==> src/rtl/gray_code_counter_if.sv <==
// Command/status bundle for the registered up/down Gray-code counter.
// The master drives commands and observes the count; the counter is the slave.
interface gray_code_counter_if #(
  parameter int WIDTH = 4
);
  logic             clr;
  logic             load;
  logic [WIDTH-1:0] load_bin;
  logic             en;
  logic             up_dn;
  logic [WIDTH-1:0] binary;
  logic [WIDTH-1:0] gray;
  logic             wrap;

  modport master (
    output clr, load, load_bin, en, up_dn,
    input  binary, gray, wrap
  );

  modport slave (
    input  clr, load, load_bin, en, up_dn,
    output binary, gray, wrap
  );
endinterface

==> src/rtl/gray_code_counter.sv <==
// Registered up/down binary counter with a registered Gray-coded copy and a wrap pulse.
// Gray is derived from the next binary value so both outputs update on the same edge.
module gray_code_counter #(
  parameter int          WIDTH = 4,
  parameter int unsigned INIT  = 0
) (
  input  logic               clk,
  input  logic               rst_n,
  gray_code_counter_if.slave bus
);

  localparam logic [WIDTH-1:0] INIT_BIN  = WIDTH'(INIT);
  localparam logic [WIDTH-1:0] INIT_GRAY = INIT_BIN ^ (INIT_BIN >> 1);

  logic [WIDTH-1:0] r_bin;
  logic [WIDTH-1:0] r_gray;
  logic             r_wrap;

  logic [WIDTH-1:0] w_next_bin;
  logic [WIDTH-1:0] w_next_gray;
  logic             w_next_wrap;

  // clr beats load beats en; only a counting step may flag a wrap.
  always_comb begin
    w_next_bin  = r_bin;
    w_next_wrap = 1'b0;
    if (bus.clr) begin
      w_next_bin = '0;
    end else if (bus.load) begin
      w_next_bin = bus.load_bin;
    end else if (bus.en) begin
      if (bus.up_dn) begin
        w_next_bin  = r_bin + WIDTH'(1);
        w_next_wrap = &r_bin;
      end else begin
        w_next_bin  = r_bin - WIDTH'(1);
        w_next_wrap = ~|r_bin;
      end
    end
    w_next_gray = w_next_bin ^ (w_next_bin >> 1);
  end

  always_ff @(posedge clk or negedge rst_n) begin
    if (!rst_n) begin
      r_bin  <= INIT_BIN;
      r_gray <= INIT_GRAY;
      r_wrap <= 1'b0;
    end else begin
      r_bin  <= w_next_bin;
      r_gray <= w_next_gray;
      r_wrap <= w_next_wrap;
    end
  end

  assign bus.binary = r_bin;
  assign bus.gray   = r_gray;
  assign bus.wrap   = r_wrap;

endmodule
==> src/flat_wrapper.sv <==
// flat-port wrapper written by rule: the top's interface ports become plain ports
module gray_code_counter_flat 
#(
  parameter int          WIDTH = 4,
  parameter int unsigned INIT  = 0
)
  (clk, rst_n, bus_clr, bus_load, bus_load_bin, bus_en, bus_up_dn, bus_binary, bus_gray, bus_wrap);
  gray_code_counter_if #(.WIDTH(WIDTH)) bus_i ();
  input  logic clk;
  input  logic rst_n;
  input wire logic [$bits(bus_i.clr)-1:0] bus_clr;
  input wire logic [$bits(bus_i.load)-1:0] bus_load;
  input wire logic [$bits(bus_i.load_bin)-1:0] bus_load_bin;
  input wire logic [$bits(bus_i.en)-1:0] bus_en;
  input wire logic [$bits(bus_i.up_dn)-1:0] bus_up_dn;
  output wire logic [$bits(bus_i.binary)-1:0] bus_binary;
  output wire logic [$bits(bus_i.gray)-1:0] bus_gray;
  output wire logic [$bits(bus_i.wrap)-1:0] bus_wrap;
  assign bus_i.clr = bus_clr;
  assign bus_i.load = bus_load;
  assign bus_i.load_bin = bus_load_bin;
  assign bus_i.en = bus_en;
  assign bus_i.up_dn = bus_up_dn;
  assign bus_binary = bus_i.binary;
  assign bus_gray = bus_i.gray;
  assign bus_wrap = bus_i.wrap;
  gray_code_counter #(.WIDTH(WIDTH), .INIT(INIT)) u_core (.clk(clk), .rst_n(rst_n), .bus(bus_i));
endmodule
==> config.mk <==
export PLATFORM = sky130hd
export DESIGN_NAME = gray_code_counter_flat
export DESIGN_NICKNAME = d
export VERILOG_FILES = /design/src/rtl/gray_code_counter_if.sv /design/src/rtl/gray_code_counter.sv /design/src/flat_wrapper.sv
export SDC_FILE = /design/constraint.sdc
export NUM_CORES = 1
export LEC_CHECK = 0
export BUFFER_PORTS_ARGS = -buffer_cell sky130_fd_sc_hd__buf_2
export CAP_MARGIN = 20
export CORE_AREA = 2 2 39 41
export CTS_CLUSTER_SIZE = 28
export DETAILED_ROUTE_END_ITERATION = 10
export DIE_AREA = 0 0 41 43
export PLACE_DENSITY = 0.67
export SYNTH_ARGS = -nofsm -noshare
export SYNTH_HDL_FRONTEND = slang
export SYNTH_SLANG_ARGS = --single-unit
==> constraint.sdc <==
create_clock -name clk -period 2.5 [get_ports clk]
set_input_delay 0.25 -clock clk [delete_from_list [all_inputs] [get_ports clk]]
set_output_delay 0.25 -clock clk [all_outputs]
set_load 0.01 [all_outputs]
==> results.cfg <==
[run_status]
outcome = finished clean

[floorplanning]
row_count = 14
floorplan.initialDensity_pct = 38.61
io_pins = 19
chipHeight_um = 43
dieWidth_um = 41
fp.dieArea_mm2 = 0.001763
core_area_mm2 = 0.001384

[sta]
fin_skew_ns = 0.0001936
tightest_slew_ns = 0.3480
fin_crit_ns = 1.939
final-setup-viol-count = 0
max_freq_ghz = 0.5158
final_critical_path_setup_slack_ns = 0.5611
finalSetupTns_ns = 0
drv_slew = 0
number_of_failing_hold_endpoints_at_the_final_stage = 0
period_share_pct = 77.56
grt_setup_unrepaired = false
timing.max_slew.rel_slack_pct = 76.20

[critical_path]
timing.critical_path.from_type = register
end_kind = register
cp.required_ns = 2.64
crit_path_max_fanout = 7
timing.setup.critical_path_class = register to register
crit_arrival_ns = 2.08

[global_routing]
grt_pass1_wl_um = 1856
grt_max_degree = 13
globalRoute.totalOverflow = 0
globalRouteTotalUtil_pct = 15.45
first_global_vias = 432
antenna_violations_before_repair = 0

[logic_synthesis]
syn_area_per_cell_um2 = 10.27
synth_top_area_cell = dfrtp_1
dominantRegCellSynth = dfrtp_1
synth_largest_type_area_fraction_pct = 37.47
seq_total_area_yosys_pct = 37.47
ys_top_cells_by_area = dfrtp_1, xnor2_1, ha_1
synth-edff-count = 0
synth.net_count = 65
ys_async_sr_fraction_pct = 100.0
synthesized_instance_count = 52
postSynthRegisterBits = 8
synth.yosys.warnings = 0
mappedNetlistArea_um2 = 534.3
synth_cell_types = 34

[power_and_ir_drop]
vdd_drop_max_mv = 0.1487
power.leakage_nw = 0.3479
power_density_mw_per_mm2 = 529.9
finalPower_uw = 352.1

[cells_and_area]
layout.filler_cells = 144
drive_above_1_share_pct = 34.72
num-nets-final = 87
area_delta_synth_final_pct = 24.36
stdcell_area_um2 = 664.4
final-instance-count-excl-fill = 88
antenna_cells_inserted = 0
layout.area.seq_um2 = 200.2
multi_input_comb_area_um2 = 299.0

[flow_run]
max-cap-violations = 0

[routing]
detail_route.drc_violations = 0
drt-total-wl_um = 1083
routed-via-count = 460
drt-pass1-iter-count = 4
detail_route.wl_per_cell_um = 12.31
post_drt_via_cell_ratio = 5.227
postRouteAntennaNets = 0
drt_iter0_drc = 4

[place]
port_buffers = 18
dpl-instance-area_um2 = 631.9
dp_hpwl_um = 820.7
placedCellCount = 84
detailedPlace.worstSlack_ns = 0.5533
globalplace.congestion = 0.8026

[cts]
setup_repair_bufs_after_cts = 0
clkTransAtPathRegs_ns = 0.05
numCtsBuffers = 3
clkLatencyLatePin_ns = 0.25
clock_path_buffers = 2
ctsRootBufferMaster = clkbuf_4
clock_tree_from_tritoncts = built
numClockSinks = 8
ctsHtreeMaxLevel = 1

[worst_hold_path]
hold_path_class = input port to register
==> cells by family after synthesis <==
family,share of synthesized area (%)
AO/OA/AOI/OAI,14.29
XOR/XNOR,6.559
adder cells (fa/ha/maj),8.430
buffers and inverters,6.557
flip-flops,37.47
multiplexers,6.557
AND/OR/NAND/NOR,20.14
==> cell type report <==
type,instances,area share [%]
Clock buffer,3,3.390
Inverter,6,3.390
Multi-Input combinational cell,36,45.01
Sequential cell,8,30.13
Tap cell,16,3.013
Timing Repair Buffer,19,15.07
==> worst paths after layout <==
| path | slack (ns) | end | from | cells past startpoint |
|---|---|---|---|---|
| min in group asynchronous | 0.37 | u_core.bus.binary[0] | rst_n | 2 |
| setup / recovery | 0.56 | u_core.bus.gray[2] | u_core.bus.binary[0] | 6 |
| setup reg to reg | 0.56 | u_core.bus.gray[2] | u_core.bus.binary[0] | 6 |
| hold / removal | 0.23 | u_core.bus.binary[3] | bus_clr | 2 |
| hold reg to reg | 0.63 | u_core.bus.wrap | u_core.bus.binary[1] | 2 |
| max in group asynchronous | 1.97 | u_core.bus.gray[2] | rst_n | 2 |
==> power by group <==
group	total (mW)	leakage (nW)	switching, mW	internal, mW
clock network	0.0994	0.0138	0.0444	0.0550
registers	0.154	0.103	0.0110	0.143
logic	0.0985	0.231	0.0504	0.0481
==> cells in the final DEF (no fill, tap or decap) <==
cell            n
and3_1          1
nand3b_1        1
mux2i_1         2
a211oi_1        1
ha_1            2
nand2_1         1
nor3b_1         1
a31oi_1         1
dlygate4sd3_1   1
fa_1            1
a221o_1         1
o21a_1          1
dfrtp_1         8
inv_1           6
a22oi_1         1
o211ai_1        1
a21oi_1         1
and4bb_2        1
clkbuf_4        3
o2bb2ai_1       1
xor2_1          1
and2b_2         1
nor4_1          1
or4b_1          1
xnor2_1         3
a21o_1          1
nor3_1          1
nand3_2         1
buf_2          18
nor2_1          2
nand3_1         2
a2111oi_0       1
nand2b_1        1
nor2b_1         1
mux2_4          1
==> Yosys cell counts, drive strengths merged, types with 2 or more instances <==
cell type  number
dfrtp           8
inv             6
nand3           3
xnor2           3
buf             2
ha              2
mux2i           2
nor2            2
==> flip-flops by register name, summed over array words and instances, names as in the netlist <==
signal and flops:
u_core.bus.binary 4, u_core.bus.gray 3, u_core.bus.wrap 1
==> what timing repair did <==
action | in CTS | in global routing
hold endpoints to repair | 8 | 0
hold buffers | 1 | 0
gates resized for setup | 0 | 0
==> routing by layer <==
metal / vias to the layer above / GRT usage (%) / routed length (um)
met3: 2 / 1.571 / 79
li1: 228 / - / -
met1: 211 / 21.31 / 484
met5: - / 0 / 0
met4: 0 / 10.00 / 19
met2: 19 / 21.88 / 501
==> metrics by stage <==
stage	util, %	hold slack, ns
floorplan	-	-0.04559
global placement	45.66	0.09760
detailed placement	45.66	0.1043
CTS	48.01	0.2228
global route	48.01	0.2366
finish	48.01	0.2309
==> critical path, stage by stage (launching register included) <==
cell and delay (ns):
dfrtp_1 0.46, inv_1 0.09, fa_1 0.43, xnor2_1 0.14
a211oi_1 0.29, nor3_1 0.13, mux2_4 0.28
(Power assumes the default switching activity.)
